$ cat src/rtl/display_scan.sv
// display_scan -- time-multiplexed LED display driver.
//
// Takes the display bus (six segment bytes, decimal point, colon and four
// mode annunciators) and scans it onto one shared 8-bit segment bus with
// eight one-hot digit enables. The whole bus is snapshotted at the start of
// each frame, so a digit never shows a mix of old and new values.
//
// Each digit slot lasts SLOT_CYCLES clocks. The first BLANK_CYCLES clocks of
// a slot drive everything low to suppress ghosting between digits.
//
// Optional build macro: DISP_ZERO_BLANK_EN enables leading-zero suppression
// on upper10, lower1000 and lower0100.
//
// Ports
//   clock, reset        system clock, synchronous active-high reset
//   enable              scan enable; low parks the scanner and darkens outputs
//   upper10 .. lower0001 segment bytes (bit0=a .. bit6=g, bit7=dp)
//   point               dp of the lower0010 digit
//   col                 colon annunciator (slot 6)
//   AVS, DAY, MAX, TIM  mode annunciators (slot 7)
//   seg                 shared segment bus, active-high
//   dig_sel             one-hot digit enable, active-high
//   frame_pulse         high on the last cycle of slot 7
module display_scan #(
   parameter int SLOT_CYCLES  = 16,
   parameter int BLANK_CYCLES = 2
) (
   input  logic       clock,
   input  logic       reset,
   input  logic       enable,
   input  logic [7:0] upper10,
   input  logic [7:0] upper01,
   input  logic [7:0] lower1000,
   input  logic [7:0] lower0100,
   input  logic [7:0] lower0010,
   input  logic [7:0] lower0001,
   input  logic       point,
   input  logic       col,
   input  logic       AVS,
   input  logic       DAY,
   input  logic       MAX,
   input  logic       TIM,
   output logic [7:0] seg,
   output logic [7:0] dig_sel,
   output logic       frame_pulse
);

   localparam int CNT_W = (SLOT_CYCLES > 1) ? $clog2(SLOT_CYCLES) : 1;
   localparam logic [CNT_W-1:0] CNT_LAST = CNT_W'(SLOT_CYCLES - 1);

   typedef struct packed {
      logic [7:0] u10;
      logic [7:0] u01;
      logic [7:0] l1000;
      logic [7:0] l0100;
      logic [7:0] l0010;
      logic [7:0] l0001;
      logic       point;
      logic       col;
      logic [3:0] mode;   // {AVS, DAY, MAX, TIM}
   } snap_t;

   logic [2:0]       slot, slot_n;
   logic [CNT_W-1:0] cnt, cnt_n;
   logic             capture;
   snap_t            snap, snap_n;
   logic [7:0][7:0]  glyph;
   logic             drive_n;
   logic [7:0]       seg_p0, dig_p0;
   logic             blank_u10, blank_l1000, blank_l0100;

   function automatic logic [7:0] blank_glyph(input logic [7:0] b, input logic blank);
      return blank ? 8'h00 : b;
   endfunction

`ifdef DISP_ZERO_BLANK_EN
   // A "0" glyph is segments a..f lit; the dp bit does not count.
   function automatic logic is_zero_glyph(input logic [7:0] b);
      return b[6:0] == 7'h3F;
   endfunction
`endif

   // Stage p0: scan position and snapshot for the coming cycle
   always_comb begin
      slot_n  = slot;
      cnt_n   = cnt;
      capture = 1'b0;
      if (enable) begin
         capture = (slot == 3'd0) && (cnt == '0);
         if (cnt == CNT_LAST) begin
            cnt_n  = '0;
            slot_n = slot + 3'd1;
         end else begin
            cnt_n = cnt + CNT_W'(1);
         end
      end else begin
         slot_n = '0;
         cnt_n  = '0;
      end
   end

   always_comb begin
      snap_n = snap;
      if (capture) begin
         snap_n.u10   = upper10;
         snap_n.u01   = upper01;
         snap_n.l1000 = lower1000;
         snap_n.l0100 = lower0100;
         snap_n.l0010 = lower0010;
         snap_n.l0001 = lower0001;
         snap_n.point = point;
         snap_n.col   = col;
         snap_n.mode  = {AVS, DAY, MAX, TIM};
      end
   end

`ifdef DISP_ZERO_BLANK_EN
   // Hundreds digit only goes dark if the thousands digit is already dark.
   always_comb begin
      blank_u10   = is_zero_glyph(snap_n.u10);
      blank_l1000 = is_zero_glyph(snap_n.l1000);
      blank_l0100 = blank_l1000 && is_zero_glyph(snap_n.l0100);
   end
`else
   always_comb begin
      blank_u10   = 1'b0;
      blank_l1000 = 1'b0;
      blank_l0100 = 1'b0;
   end
`endif

   always_comb begin
      glyph    = '0;
      glyph[0] = blank_glyph(snap_n.u10, blank_u10);
      glyph[1] = snap_n.u01;
      glyph[2] = blank_glyph(snap_n.l1000, blank_l1000);
      glyph[3] = blank_glyph(snap_n.l0100, blank_l0100);
      glyph[4] = {snap_n.l0010[7] | snap_n.point, snap_n.l0010[6:0]};
      glyph[5] = snap_n.l0001;
      glyph[6] = {7'b0, snap_n.col};
      glyph[7] = {4'b0, snap_n.mode};
   end

   // Outputs are computed from the next scan position so the register
   // lines up with slot/cnt instead of lagging a cycle behind.
   always_comb begin
      drive_n = enable && (int'(cnt_n) >= BLANK_CYCLES);
      seg_p0  = drive_n ? glyph[slot_n] : 8'h00;
      dig_p0  = drive_n ? (8'b1 << slot_n) : 8'h00;
   end

   // Stage p1: registered scan state, snapshot and pins
   always_ff @(posedge clock) begin
      if (reset) begin
         slot    <= '0;
         cnt     <= '0;
         snap    <= '0;
         seg     <= '0;
         dig_sel <= '0;
      end else begin
         slot    <= slot_n;
         cnt     <= cnt_n;
         snap    <= snap_n;
         seg     <= seg_p0;
         dig_sel <= dig_p0;
      end
   end

   assign frame_pulse = enable && (slot == 3'd7) && (cnt == CNT_LAST);

endmodule

$ cat config.mk
export PLATFORM = sky130hd
export DESIGN_NAME = display_scan
export DESIGN_NICKNAME = d
export VERILOG_FILES = /design/src/rtl/display_scan.sv
export SDC_FILE = /design/constraint.sdc
export NUM_CORES = 1
export LEC_CHECK = 0
export CORE_MARGIN = 1.5
export CORE_UTILIZATION = 40
export CTS_CLUSTER_SIZE = 20
export DETAILED_ROUTE_END_ITERATION = 7
export HOLD_SLACK_MARGIN = 0.02
export PLACE_DENSITY = 0.72
export SETUP_SLACK_MARGIN = 0.15
export SYNTH_ARGS = -nofsm -noshare
export SYNTH_HDL_FRONTEND = slang
export SYNTH_SLANG_ARGS = --single-unit
$ cat constraint.sdc
create_clock -name clock -period 2.82 [get_ports clock]
set_input_delay 0.846 -clock clock [delete_from_list [all_inputs] [get_ports clock]]
set_output_delay 0.846 -clock clock [all_outputs]
set_load 0.02 [all_outputs]
==> results of run 1 <==
state kept, by name (all words and copies together), names as in the netlist:
register,cells
cnt,4
dig_sel,8
seg,8
slot,3
snap,54
layer usage:
layer | global-route usage, % | vias to the layer above
li1 | - | 1578
met1 | 24.8 | 1482
met2 | 32.5 | 91
met3 | 3.46 | 12
met4 | 8.08 | 0
met5 | 0 | -
cell usage after synthesis (all sizes together), types with 2 or more instances:
library cell / number
a21oi: 84
a221o: 3
and3: 3
buf: 17
clkbuf: 11
dfxtp: 77
ha: 5
inv: 5
mux2: 5
mux2i: 15
mux4: 3
nand2: 123
nand2b: 2
nand3: 3
nor2: 23
nor2b: 2
nor3: 4
nor4: 2
o211ai: 3
o21a: 3
o21ai: 9
o21bai: 3
o221ai: 2
layout make-up:
| class | instances | area [um2] |
|---|---|---|
| clock inverter | 4 | 45.0 |
| multi-input combinational | 308 | 1700 |
| timing repair buffer | 98 | 951 |
| fill | 745 | 3660 |
| clock buffer | 12 | 165 |
| sequential | 77 | 1540 |
| inverter | 5 | 18.8 |
| tap | 105 | 131 |
cell families after synthesis:
logic type | synth area share (%)
flops | 45.6
mux | 8.60
fa+ha+maj | 1.85
compound gates | 18.3
buf+inv | 4.59
simple gates | 20.8
xor+xnor | 0.259
metrics by stage:
stage               setup WS [ps]  cell area, um2  total power [mW]  cells
floorplan                     454            3380              1.34    418
finish                        194            4550              2.33    609
detailed placement           -111            4340              1.48    593
CTS                           162            4550              2.34    609
global placement             -114            4340              1.47    593
global route                  152            4550              2.43    609
worst min-delay path, stage by stage (launching register included):
cell	delay (ps)
dfxtp_1	310
nand2_1	50
a21oi_1	50
how the worst min path moves through the flow:
stage / depth (start not counted) / from / slack (ps) / end
floorplan: 2 / snap[41] / 430 / snap[41]
global placement: 2 / snap[41] / 440 / snap[41]
detailed placement: 2 / snap[37] / 450 / snap[37]
CTS: 2 / snap[37] / 460 / snap[37]
finish: 2 / snap[37] / 460 / snap[37]
global route: 2 / snap[32] / 470 / snap[32]
power groups by stage:
stage | Sequential [mW] | Clock, mW | Combinational [mW]
6_report | 1.16 | 0.870 | 0.302
2_1_floorplan | 1.18 | 0 | 0.162
3_3_place_gp | 1.18 | 0 | 0.295
3_5_place_dp | 1.18 | 0 | 0.302
4_1_cts | 1.16 | 0.882 | 0.303
5_1_grt | 1.16 | 0.929 | 0.335
repair_timing:
item	4_1_cts	5_1_grt
resized for setup	1	2
pin swaps	0	0
endpoints found under the setup margin	1	1
hold buffers	0	0
==> run metrics, run 1 <==
CP endpoint frame_pulse; Final Cycle Share 93.1%; Post-DRT Antenna Nets 0; DR iter-0 viols 142; crit end category output port; share of flip-flops with an asynchronous set or reset 0%; ANT cells 0; Cells after Synth 418; CP max FO 2; CP delay by family, top buffers and inverters; Mapped Avg Cell Area 8.08 um2; WL met3 399 um; Main synth FF type dfxtp_1; final core occ 55.4%; most common cell after layout, fill and taps aside nand2_1; TritonCTS clock tree built; Synth area leader dfxtp_1; Leak Pwr 1.73 nW; All-Layer GR Usage 19.5%; WS Path Type primary input to output port; crit path cell chain clkdlybuf4s50_1 -> and3_1 -> clkdlybuf4s15_1; TritonRoute pass-1 iters 4; synth-to-layout area growth 34.9%; commonest non-fill, non-tap cells in the layout nand2_1, a21oi_1, dfxtp_1, clkdlybuf4s50_1; r2r worst-path depth 9; chip width 94.9 um; RSZ-0062 raised after global routing no; #FFs+latches synth 77; met2 WL 4.19 mm; Crit path largest cell delay 480 ps; Core Box Area 0.00822 mm2; Vias/cell 5.19; clock latency on the worst-skew pair 340 ps; Initial Util 41.1%; proportion of layout cells with a drive suffix above 1 11.5%; syn nets 480; gr ovfl total 0; Yosys top cell area share 45.6%; DRC 0; vias in the first global route 2899; Switching Share 24.2%; initial antenna violation count 0; FF-to-FF setup slack 430 ps; I/O pin cnt 74; Die Ht 94.9 um; Die Area 0.00900 mm2; Synth cell types 43; met1 wire length 3.75 mm; Vias 3163; Setup Skew 6.39 ps; Logic pwr share 13.0%; Slew Limit Fails 0; ranking of synthesized cells by area dfxtp_1, nand2_1, a21oi_1, mux2i_1, nor2_1; EDFF count, synth 0; Setup crit start kind primary input; Peak supply drop 0.252 mV; row cnt 33; PD cells 512 mW/mm2; synth warn 0; P_sw 0.563 mW; Sum Neg Setup Slack 0 ps; P_int 1.77 mW; clock-pin slew on the worst setup and hold paths 70 ps; final WL 8.47 mm; Post-Synthesis Cell Area 0.00338 mm2; endpoints failing hold 0; crit path DAT 1780 ps; HP Class register to register; WP data required 1970 ps; GPL Wtd Cong 0.813; Final min period 2630 ps; status finished, final reports clean; sequential area share after synthesis 45.6%; CP Buf/Inv Count 2; Clock Sinks 77; sequential share of power 49.7%; Routed wire per std cell 13.9 um; total CTS buffers 9; Top Layer Used met4; htree depth 3; max-cap viol count 0; clock root buffer master clkbuf_8; worst hold margin 458 ps; fin nets 561; Setup-failing EPs final 0; Post-DP HPWL 6.00 mm; CP max stage cell clkdlybuf4s50_1; Slew HR 52.4%; critical path depth 3; largest net degree at the start of global routing 59; first-pass GRT wire length 13.5 mm; clock network power share 37.4%; maximum clock path buffer count 2; Slew @ Worst Pin 704 ps; CP startpoint enable; FF-to-FF Start cnt[0]; FMAX 381 MHz; Buffers on Ports 73; Worst R2R End seg[3]; postcts setup bufs 0
Power figures use the tool's default switching activity.
==> run 2: changes to the inputs <==
- CTS_CLUSTER_SIZE: 20 -> 24
==> results of run 2 <==
Same layout as run 1: the final DEF is identical, and so are final timing and power.
==> run 3: changes to the inputs <==
- DONT_BUFFER_PORTS: unset -> 1
- PLACE_DENSITY: 0.72 -> 0.6
==> run metrics, run 3 (synthesis results as in run 1) <==
endpoints failing hold 0 (unchanged); Final min period 2560 ps (-62.4 ps); most common cell after layout, fill and taps aside nand2_1; vias in the first global route 2519 (-13%); Largest Register snap; largest net degree at the start of global routing 60 (+1.7%); Initial Util 41.1% (unchanged); I/O pin cnt 74 (unchanged); ANT cells 0 (unchanged); gr ovfl total 0 (unchanged); total CTS buffers 9 (unchanged); CP startpoint cnt[0]; Pwr Total 2.19 mW (-6.2%); PD cells 589 mW/mm2 (+15%); Die Area 0.00900 mm2 (unchanged); clock latency on the worst-skew pair 340 ps (about the same); commonest non-fill, non-tap cells in the layout nand2_1, a21oi_1, dfxtp_1, nor2_1, mux2i_1; max reg flops 54 (unchanged); Sum Neg Setup Slack 0 ps (unchanged); HP Class register to register; FF-to-FF setup slack 330 ps (-100 ps); synth-to-layout area growth 9.89%; first-pass GRT wire length 12.7 mm (-6.1%); WP data required 1970 ps (about the same); Final Cycle Share 90.9% (-2.2 points); crit path cell chain ha_1 -> and3_2 -> buf_4 -> and3_2; Final Cell Area 0.00371 mm2 (-19%); Routed wire per std cell 15.5 um (+11%); maximum clock path buffer count 2 (unchanged); crit path DAT 1720 ps (-60 ps); Setup Skew 6.69 ps (+0.294 ps); clock-pin slew on the worst setup and hold paths 80 ps (about the same); Slew Limit Fails 0 (unchanged); Crit path largest cell delay 400 ps (-80 ps); DP Area 0.00346 mm2 (-20%); htree depth 3 (unchanged); GPL Wtd Cong 0.747 (-8.2%); FMAX 390 MHz (+2.4%); Setup crit start kind register; Regs by FF count snap x54, dig_sel x8, seg x8; DRC 0 (unchanged); Leak Pwr 1.38 nW (-21%); initial antenna violation count 0 (unchanged); Vias/cell 5.33 (+2.6%); fill count 826 (+11%); Buffers on Ports 0 (-100%); final WL 8.10 mm (-4.4%); fin nets 476 (-15%); TritonRoute pass-1 iters 4 (unchanged); HP Start snap[41]; row cnt 33 (unchanged); chip width 94.9 um (unchanged); Core Box Area 0.00822 mm2 (unchanged); proportion of layout cells with a drive suffix above 1 10.7% (-0.77 points); status finished, final reports clean; Post-DRT Antenna Nets 0 (unchanged); FF-to-FF Start cnt[0]; Post-DP HPWL 5.59 mm (-6.7%); TritonCTS clock tree built; Slew @ Worst Pin 951 ps (+248 ps); All-Layer GR Usage 18.6% (-0.93 points); RSZ-0062 raised after global routing no; crit end category output port; Slew HR 35.6% (-17 points); max-cap viol count 0 (unchanged); Vias 2793 (-12%); DR iter-0 viols 123 (-13%); Clock Sinks 77 (unchanged); Die Ht 94.9 um (unchanged); CP max stage cell dfxtp_1; CP max FO 6 (+4); Setup-failing EPs final 0 (unchanged); crit-path most repeated cell and3_2; WS Path Type register to output port; Peak supply drop 0.286 mV (+13%); clock root buffer master clkbuf_8
==> run 3: cell type report <==
class / instances / area [um2] / area share (%)
well taps: 105 / 131 / 3.54
clock buffers: 11 / 141 / 3.81
multi-input cells: 308 / 1710 / 46.1
flip-flops and latches: 77 / 1540 / 41.5
inverters: 5 / 18.8 / 0.506
clock inverters: 5 / 58.8 / 1.58
repair buffers: 13 / 110 / 2.97
==> run 3: worst paths after layout <==
path	endpoint	cells after the start
worst min-delay path	snap[41]	2
worst min register to register	snap[41]	2
worst max-delay path	frame_pulse	4
worst max register to register	seg[1]	7
==> run 3: power breakdown <==
group / switching [mW] / internal (mW) / total [mW]
clock: 0.405 / 0.435 / 0.840
combinational: 0.113 / 0.0748 / 0.188
sequential: 0.0211 / 1.14 / 1.16
==> run 3: per-stage QoR <==
| stage | setup WS (ps) | instances | util (%) | hold slack, ps |
|---|---|---|---|---|
| final | 257 | 524 | 45.2 | 448 |
| after global routing | 151 | 524 | 45.2 | 464 |
| after CTS | 192 | 519 | 44.6 | 451 |
| after detailed placement | 222 | 503 | 42.2 | 439 |
| after global placement | 312 | 503 | 42.2 | 432 |
| after floorplan | 454 | 418 | - | 432 |
==> run 3: what timing repair did <==
item / 4_1_cts / 5_1_grt
hold buffers: 0 / 0
buffers inserted: 0 / 5
endpoints found under the setup margin: 1 / 7
resized for setup: 1 / 2
cloned: 0 / 0
==> run 3: per-layer routing <==
layer	routed length (um)	vias to the layer above	global-route usage [%]
met4	123	0	6.22
met3	728	8	7.25
met1	3660	1289	24.8
met2	3590	83	27.3
met5	0	-	0
li1	-	1413	-
==> run 3: critical path, delay by kind of cell (launching register included) <==
family / cells / cell delay, ps
and+or+nand+nor: 2 / 540
DFF: 1 / 400
adders and majority gates: 1 / 270
buffers and inverters: 1 / 170
